[src/rtl/clk_en_gen_if.sv]
// Purpose: groups the lock input, divide-ratio write port and per-channel outputs of clk_en_gen.
// Latency: none, this is wiring only.
// Backpressure: none; div_wr is a single-cycle strobe that is always accepted.
interface clk_en_gen_if #(
    parameter int N_CH  = 4,
    parameter int CNT_W = 8
);
    localparam int SEL_W = (N_CH > 1) ? $clog2(N_CH) : 1;

    logic             lock;
    logic             div_wr;
    logic [SEL_W-1:0] div_sel;
    logic [CNT_W-1:0] div_val;
    logic [N_CH-1:0]  ce;
    logic [N_CH-1:0]  rst_out;
    logic             ready;
    logic             lost;

    modport master (
        output lock, div_wr, div_sel, div_val,
        input  ce, rst_out, ready, lost
    );

    modport slave (
        input  lock, div_wr, div_sel, div_val,
        output ce, rst_out, ready, lost
    );
endinterface

[src/rtl/clk_en_gen.sv]
// Purpose: filters PLL lock, releases per-channel resets in order (channel 0 first), then divides clk into ce pulses.
// Latency: lock to ch0 release takes 2 sync + LOCK_FILT filter + 1 edges; a lock drop reaches the outputs after the 3rd edge.
// Backpressure: none; ratio writes land in a shadow register and take effect at the next wrap of that channel.
module clk_en_gen #(
    parameter int N_CH        = 4,
    parameter int CNT_W       = 8,
    parameter int LOCK_FILT   = 16,
    parameter int RST_STAGGER = 8,
    parameter int DIV_INIT    = 1
) (
    input  logic         clk,
    input  logic         rst,
    clk_en_gen_if.slave  bus
);
    // Final stagger count: the edge where the last channel leaves reset.
    localparam int SCNT_MAX = (N_CH - 1) * RST_STAGGER;
    // One spare code so scnt can sit at SCNT_MAX+1 once everything is released.
    localparam int SCNT_W   = $clog2(SCNT_MAX + 2);
    localparam int FCNT_W   = $clog2(LOCK_FILT + 1);
    localparam logic [CNT_W-1:0] DIV_RST = (DIV_INIT == 0) ? CNT_W'(1) : CNT_W'(DIV_INIT);

    typedef enum logic [1:0] {
        WAIT_LOCK = 2'd0,
        RELEASE   = 2'd1,
        RUN       = 2'd2
    } state_t;

    state_t              state;
    state_t              state_nxt;
    logic                lock_m;
    logic                lock_s;
    logic [FCNT_W-1:0]   fcnt;
    logic [SCNT_W-1:0]   scnt;
    logic                lost;
    logic [N_CH-1:0]     rst_out_c;
    logic                ready_c;
    logic [N_CH-1:0]     ce_c;
    logic [CNT_W-1:0]    cnt    [N_CH];
    logic [CNT_W-1:0]    act    [N_CH];
    logic [CNT_W-1:0]    shadow [N_CH];

    // Two-flop synchroniser for the asynchronous PLL lock flag.
    always_ff @(posedge clk) begin
        if (rst) begin
            lock_m <= 1'b0;
            lock_s <= 1'b0;
        end else begin
            lock_m <= bus.lock;
            lock_s <= lock_m;
        end
    end

    // FSM state register.
    always_ff @(posedge clk) begin
        if (rst) begin
            state <= WAIT_LOCK;
        end else begin
            state <= state_nxt;
        end
    end

    // FSM next state: losing lock wins from any state.
    always_comb begin
        state_nxt = state;
        if (!lock_s) begin
            state_nxt = WAIT_LOCK;
        end else begin
            case (state)
                WAIT_LOCK: if (fcnt == FCNT_W'(LOCK_FILT - 1)) state_nxt = RELEASE;
                RELEASE:   if (scnt == SCNT_W'(SCNT_MAX))      state_nxt = RUN;
                RUN:       state_nxt = RUN;
                default:   state_nxt = WAIT_LOCK;
            endcase
        end
    end

    // Lock filter and stagger counters; both restart whenever lock is seen low.
    always_ff @(posedge clk) begin
        if (rst || !lock_s) begin
            fcnt <= '0;
            scnt <= '0;
        end else begin
            case (state)
                WAIT_LOCK: begin
                    fcnt <= (state_nxt == RELEASE) ? '0 : fcnt + FCNT_W'(1);
                    scnt <= '0;
                end
                RELEASE: scnt <= scnt + SCNT_W'(1);
                default: ;
            endcase
        end
    end

    // FSM outputs: channel i is out of reset once the stagger count has passed i*RST_STAGGER.
    always_comb begin
        rst_out_c = '1;
        ready_c   = 1'b0;
        case (state)
            RUN: begin
                rst_out_c = '0;
                ready_c   = 1'b1;
            end
            RELEASE: begin
                for (int i = 0; i < N_CH; i++) begin
                    if (scnt > SCNT_W'(i * RST_STAGGER)) rst_out_c[i] = 1'b0;
                end
            end
            default: ;
        endcase
    end

    // Sticky flag: lock lost after release had already started.
    always_ff @(posedge clk) begin
        if (rst) begin
            lost <= 1'b0;
        end else if (!lock_s && (state != WAIT_LOCK)) begin
            lost <= 1'b1;
        end
    end

    // Shadow divide ratios; zero is promoted to 1, out-of-range selects are dropped.
    always_ff @(posedge clk) begin
        if (rst) begin
            for (int i = 0; i < N_CH; i++) shadow[i] <= DIV_RST;
        end else if (bus.div_wr && (int'(bus.div_sel) < N_CH)) begin
            shadow[bus.div_sel] <= (bus.div_val == '0) ? CNT_W'(1) : bus.div_val;
        end
    end

    // Enable decode from registered count and active ratio only.
    always_comb begin
        ce_c = '0;
        for (int i = 0; i < N_CH; i++) begin
            ce_c[i] = !rst_out_c[i] && (cnt[i] == act[i] - CNT_W'(1));
        end
    end

    // Per-channel divider: the shadow ratio is only picked up at a wrap or while held in reset.
    always_ff @(posedge clk) begin
        if (rst) begin
            for (int i = 0; i < N_CH; i++) begin
                cnt[i] <= '0;
                act[i] <= DIV_RST;
            end
        end else begin
            for (int i = 0; i < N_CH; i++) begin
                if (rst_out_c[i] || !lock_s || ce_c[i]) begin
                    cnt[i] <= '0;
                    act[i] <= shadow[i];
                end else begin
                    cnt[i] <= cnt[i] + CNT_W'(1);
                end
            end
        end
    end

    assign bus.ce      = ce_c;
    assign bus.rst_out = rst_out_c;
    assign bus.ready   = ready_c;
    assign bus.lost    = lost;
endmodule

[src/flat_wrapper.sv]
// flat-port wrapper written by rule: the top's interface ports become plain ports
module clk_en_gen_flat 
#(
    parameter int N_CH        = 4,
    parameter int CNT_W       = 8,
    parameter int LOCK_FILT   = 16,
    parameter int RST_STAGGER = 8,
    parameter int DIV_INIT    = 1
)
  (clk, rst, bus_lock, bus_div_wr, bus_div_sel, bus_div_val, bus_ce, bus_rst_out, bus_ready, bus_lost);
  clk_en_gen_if #(.N_CH(N_CH), .CNT_W(CNT_W)) bus_i ();
  input  logic clk;
  input  logic rst;
  input wire logic [$bits(bus_i.lock)-1:0] bus_lock;
  input wire logic [$bits(bus_i.div_wr)-1:0] bus_div_wr;
  input wire logic [$bits(bus_i.div_sel)-1:0] bus_div_sel;
  input wire logic [$bits(bus_i.div_val)-1:0] bus_div_val;
  output wire logic [$bits(bus_i.ce)-1:0] bus_ce;
  output wire logic [$bits(bus_i.rst_out)-1:0] bus_rst_out;
  output wire logic [$bits(bus_i.ready)-1:0] bus_ready;
  output wire logic [$bits(bus_i.lost)-1:0] bus_lost;
  assign bus_i.lock = bus_lock;
  assign bus_i.div_wr = bus_div_wr;
  assign bus_i.div_sel = bus_div_sel;
  assign bus_i.div_val = bus_div_val;
  assign bus_ce = bus_i.ce;
  assign bus_rst_out = bus_i.rst_out;
  assign bus_ready = bus_i.ready;
  assign bus_lost = bus_i.lost;
  clk_en_gen #(.N_CH(N_CH), .CNT_W(CNT_W), .LOCK_FILT(LOCK_FILT), .RST_STAGGER(RST_STAGGER), .DIV_INIT(DIV_INIT)) u_core (.clk(clk), .rst(rst), .bus(bus_i));
endmodule
[config.mk]
export PLATFORM = sky130hd
export DESIGN_NAME = clk_en_gen_flat
export DESIGN_NICKNAME = d
export VERILOG_FILES = /design/src/rtl/clk_en_gen_if.sv /design/src/rtl/clk_en_gen.sv /design/src/flat_wrapper.sv
export SDC_FILE = /design/constraint.sdc
export NUM_CORES = 1
export LEC_CHECK = 0
export ABC_CLOCK_PERIOD_IN_PS = 8300
export BUFFER_PORTS_ARGS = -buffer_cell sky130_fd_sc_hd__buf_2
export CAP_MARGIN = 20
export CORE_MARGIN = 5
export CORE_UTILIZATION = 35
export DETAILED_ROUTE_END_ITERATION = 16
export PLACE_DENSITY_LB_ADDON = 0.25
export SETUP_SLACK_MARGIN = 0.05
export SLEW_MARGIN = 20
export SYNTH_ARGS = -nofsm -noshare
export SYNTH_HDL_FRONTEND = slang
export SYNTH_SLANG_ARGS = --single-unit
[constraint.sdc]
create_clock -name clk -period 8.3 [get_ports clk]
set_clock_uncertainty 0.1 [all_clocks]
set_input_delay 0.83 -clock clk [delete_from_list [all_inputs] [get_ports clk]]
set_output_delay 0.83 -clock clk [all_outputs]
set_load 0.01 [all_outputs]
-- Word level (Yosys, flattened, before mapping)
Memory sizes are Yosys's and may differ from the RTL's.
Index checks and enable logic that the tools add are counted.
- $add $sub $neg: 10
- bitwise logic cells: 12
- order comparisons: 4
- muxes and demuxes: 57
- eq/ne operators: 9
- shift-type cells: 0
- divide/modulo/power cells: 0
- reductions and logical operators: 24
- multipliers: 0
- operators with widths (cell ; number):
    $mux W8 ; 14
    $mux W1 ; 35
    $add A8 B1 Y8 const B ; 4
    $eq A8 B8 Y1 ; 4
    $sub A8 B1 Y8 const B ; 4
    $or A1 B1 Y1 ; 12
    $add A5 B1 Y5 const B ; 2
    $gt A5 B5 Y1 const B ; 2
    $pmux W5 S2 ; 1
    $logic_or A1 B1 Y1 ; 9
    $logic_not A8 Y1 ; 1
    $mux W2 ; 4
    $pmux W4 S2 ; 1
    $reduce_or A8 Y1 ; 1
    $pmux W2 S3 ; 1
    $eq A5 B4 Y1 const B ; 1
    $eq A5 B5 Y1 const B ; 1
    $gt A5 B1 Y1 const B ; 1
    $gt A5 B4 Y1 const B ; 1
    $logic_and A1 B1 Y1 ; 5
    $logic_not A1 Y1 ; 5
    $mux W5 ; 1
    $eq A2 B1 Y1 const B ; 2
    $reduce_bool A2 Y1 ; 2
    other kinds (2) ; 2
- memories: 3
- register bits: 15
- bits in read-only memories: 0
- bits in writable memories: 96
- input bits: 14
- latch bits: 0
- memories (name ; words ; bits a word ; rd ports ; clocked after memory_dff ; write ports ; line ; text):
    u_core.act ; 4 ; 8 ; 4 ; 0 ; 4 ; clk_en_gen.sv:39 ; logic [CNT_W-1:0] act [N_CH];
    u_core.cnt ; 4 ; 8 ; 4 ; 0 ; 4 ; clk_en_gen.sv:38 ; logic [CNT_W-1:0] cnt [N_CH];
    u_core.shadow ; 4 ; 8 ; 4 ; 0 ; 4 ; clk_en_gen.sv:40 ; logic [CNT_W-1:0] shadow [N_CH];

-- Depth between registers and ports, before layout
- word-level depth: 11
- mapped depth: 11
- gate-level depth less buffers: 8

-- Worst setup path after synthesis
Ideal clock, no wire load.
- path kind: register to output
- from: mem u_core.act[1][0]
- to: out bus_ce[1]
- required time: 7370 ps
- slack: 5246 ps
- buffers on the path: 2
- arrival: 2124 ps
- stages on the path, launching flop included: 10
- cell sequence: edfxtp_1 -> clkbuf_1 -> inv_1 -> ha_1 -> clkbuf_1 -> o21bai_1 -> a2111oi_0 -> a311oi_1 -> a211oi_1 -> nor2b_1
- RTL lines (element ; line ; text):
    start, declared ; clk_en_gen.sv:39 ;
    end, declared ; flat_wrapper.sv:18 ; output wire logic [$bits(bus_i.ce)-1:0] bus_ce;

==> impl_results.md <==
- Number of synthesis warnings: 0
- Detailed Routing Iterations Pass 1: 4
- Rel. slew slack: 47.15%
- Cell Area, Synth: 5868 sq um
- Die X-Extent: 139.5 um
- Vias in the first global route: 3883
- VDD IR-drop max: 0.0001094 V
- Wirelength, routed: 10940 um
- Async SR Flop Fraction: 0%
- DRC viols: 0
- # clock sinks: 111
- Largest buffer count on any clock path: 2
- Unrepaired setup endpoints after global routing: no
- Flop pwr share: 56.8%
- Synth top area share: 49.13%
- Pwr Total: 1.169 mW
- Post-synth top cells: 96 x edfxtp_1, 54 x nor2_1, 40 x and2_1
- Dpl cells: 794
- Initial antenna violation count: 0
- Non-Filler Instances: 810
- Top_reg_cell synth: edfxtp_1
- IO Port Bufs: 23
- Static leakage: 2.362 nW
- TritonCTS clock tree: built
- Io pins: 24
- Post-synth EDFFs: 96
- Layout cell share with drive strength beyond 1: 9.153%
- Routability cong.: 0.8089
- Pwr/cell area: 177.3 nW/um^2
- Starting Density: 35.51%
- FF+latch count, synth: 111
- Cell mode on critical path: a21oi_1
- Synth Area per Inst: 11.03 sq um
- Leading cell type by number of instances after synthesis: edfxtp_1
- Total GRT Usage: 11.71%
- WP data required: 7.37 ns
- Vias: 3965
- Max stage delay on crit path: 0.65 ns
- Top post-synthesis cells by area: edfxtp_1 49%, dfxtp_1 5.1%, xnor2_1 4.9%, xor2_1 4.3%, and2_1 4.3%
- Net Sw Frac: 23.92%
- Period utilization: 44.08%
- Worst Hold Path EP: u_core.lock_s$_SDFF_PP0_
- Int Pwr: 889.7 uW
- Global route overflow: 0
- Maximum Capacitance Violations: 0
- Post-CTS Resized: 0
- Biggest area consumer among synthesized cells: edfxtp_1
- Critical Path AT: 2.73 ns
- Vias per Instance: 4.895
- Largest net degree at the start of global routing: 37
- Reg2reg path depth: 5
- Worst-Skew Late Latency: 0.35 ns
- Die Y: 139.5 um
- Setup TNS: 0 ns
- H-tree levels: 3
- Row cnt: 47
- Worst setup path category: reg2out
- Detailed Route Iter0 Violations: 173
- Status: finished clean
- Startpoint Class: register
- Slew @ Worst Pin: 0.7927 ns
- Setup crit end kind: output port
- Nets: 611
- Crit path cell chain: inv_1 > ha_1 > nand2b_1 > a21oi_1 > a31oi_1 > o2111ai_1 > a21oi_1 > and2_1 > buf_2
- Final Max Slew Viols: 0
- Setup slack, reg-to-reg: 5.27 ns
- RR Endpoint: u_core.act[0][1]$_SDFFCE_PN0P_
- Post-Synthesis Cells: 532
- Synth unique cells: 58
- Cts bufs inserted: 9
- HPWL Detailed: 7981 um
- CP max FO: 10
- Dpl ws: 5.037 ns
- Setup Viol. Count Final: 0
- Worst setup margin: 4.641 ns
- Min Clock Period, post-route: 3.659 ns
- Worst-path clk slew: 0.07 ns
- NetSw: 279.8 uW
- Post-CTS Setup Bufs: 0
- Hold-fix buffers, CTS: 0
- Antenna viol nets, final: 0
- Wirelength per Cell: 13.50 um
- HP Class: reg2reg
- First-pass GRT wire length: 18530 um
- Ant diodes: 0
- Fmax: 273.3 MHz
- Hold path startpoint: u_core.lock_m$_SDFF_PP0_
- Sequential fraction of the synthesis area: 54.24%
- Area delta synth->final: 12.41%
- RR Startpoint: u_core.act[0][2]$_SDFFCE_PN0P_
- Die area: 19460 sq um
- Slowest-stage cell, CP: a21oi_1
- Final Hold Fails: 0
- Clk root buf: clkbuf_16
- Core outline area: 16520 sq um
- Combinational power share: 8.4%
- WHS Path Cells: 1
- Fill count: 1602
- Power share of the clock group: 34.9%
-- power by group through the flow --
| stage | sequential, mW | combinational (mW) | clock (mW) |
|---|---|---|---|
| floorplan | 0.667 | 0.0786 | 0 |
| CTS | 0.664 | 0.0986 | 0.422 |
| detailed placement | 0.676 | 0.0976 | 0 |
| global route | 0.668 | 0.111 | 0.447 |
| finish | 0.664 | 0.0981 | 0.408 |
| global placement | 0.676 | 0.0947 | 0 |
-- cell families (layout without fill, tap and decap cells) --
kind of cell | Yosys count | after routing | share of synthesized area [%]
AOI/OAI and AO/OA | 55 | 55 | 6.546
muxes | 1 | 1 | 0.1706
DFF | 111 | 111 | 54.24
buffers and inverters | 35 | 62 | 2.388
adders and majority gates | 12 | 12 | 2.559
xor gates and xnor gates | 62 | 62 | 9.254
other | 1 | 32 | 0.06390
and+or+nand+nor | 255 | 255 | 24.78
-- per-layer routing --
| layer | routed length, um | GRT usage, % |
|---|---|---|
| met1 | 5174 | 15.88 |
| met2 | 5056 | 18.37 |
| met3 | 484 | 1.955 |
| met4 | 223 | 5.407 |
| met5 | 0 | 0 |
-- worst max-delay path by stage --
stage                                    from         to  slack [ns]
6_report       u_core.act[2][0]$_SDFFCE_PN1P_  bus_ce[2]        4.64
5_1_grt        u_core.act[2][0]$_SDFFCE_PN1P_  bus_ce[2]        4.42
4_1_cts        u_core.act[1][0]$_SDFFCE_PN1P_  bus_ce[1]        4.64
3_5_place_dp   u_core.act[2][0]$_SDFFCE_PN1P_  bus_ce[2]        5.04
3_3_place_gp   u_core.act[2][0]$_SDFFCE_PN1P_  bus_ce[2]        5.16
2_1_floorplan  u_core.act[1][0]$_SDFFCE_PN1P_  bus_ce[1]        5.25
-- area by class of cell --
type / instances / area, sq um / area share, %
clock buffer: 10 / 229.0 / 3.471
sequential: 111 / 3183 / 48.25
tap: 220 / 275.3 / 4.173
timing repair buffer: 23 / 115.1 / 1.745
multi-input combinational: 417 / 2661 / 40.35
clock inverter: 6 / 46.29 / 0.7018
inverter: 23 / 86.33 / 1.309
-- flip-flops by register name, indices dropped and copies added, names as in the netlist --
signal,flops
u_core.state,2
u_core.lock_m,1
u_core.lock_s,1
u_core.bus.lost,1
u_core.fcnt,5
u_core.shadow,32
u_core.cnt,32
u_core.act,32
u_core.scnt,5
-- critical path: cells and delay by family (launching register included) --
family	cells	cell delay, ns
AO/OA/AOI/OAI	4	1.04
adder cells (fa/ha/maj)	1	0.28
buffers and inverters	2	0.21
flip-flops	1	0.45
AND/OR/NAND/NOR	2	0.38
-- per-stage QoR --
step	hold slack, ns	instance area, sq um	util, %
2_1_floorplan	0.3138	5984	-
3_3_place_gp	0.3314	6321	38.25
3_5_place_dp	0.3212	6321	38.25
4_1_cts	0.3387	6596	39.92
5_1_grt	0.3811	6596	39.92
6_report	0.3407	6596	39.92
-- cells in the final DEF (no fill, tap or decap), types with 14 or more instances in the layout --
| master | n |
|---|---|
| and2_1 | 40 |
| buf_2 | 23 |
| conb_1 | 32 |
| dfxtp_1 | 15 |
| edfxtp_1 | 96 |
| inv_1 | 23 |
| nand2_1 | 14 |
| nand2b_1 | 16 |
| nand3_1 | 23 |
| nor2_1 | 54 |
| nor3_1 | 26 |
| nor3b_1 | 24 |
| xnor2_1 | 33 |
| xor2_1 | 29 |
Power figures use the tool's default switching activity.
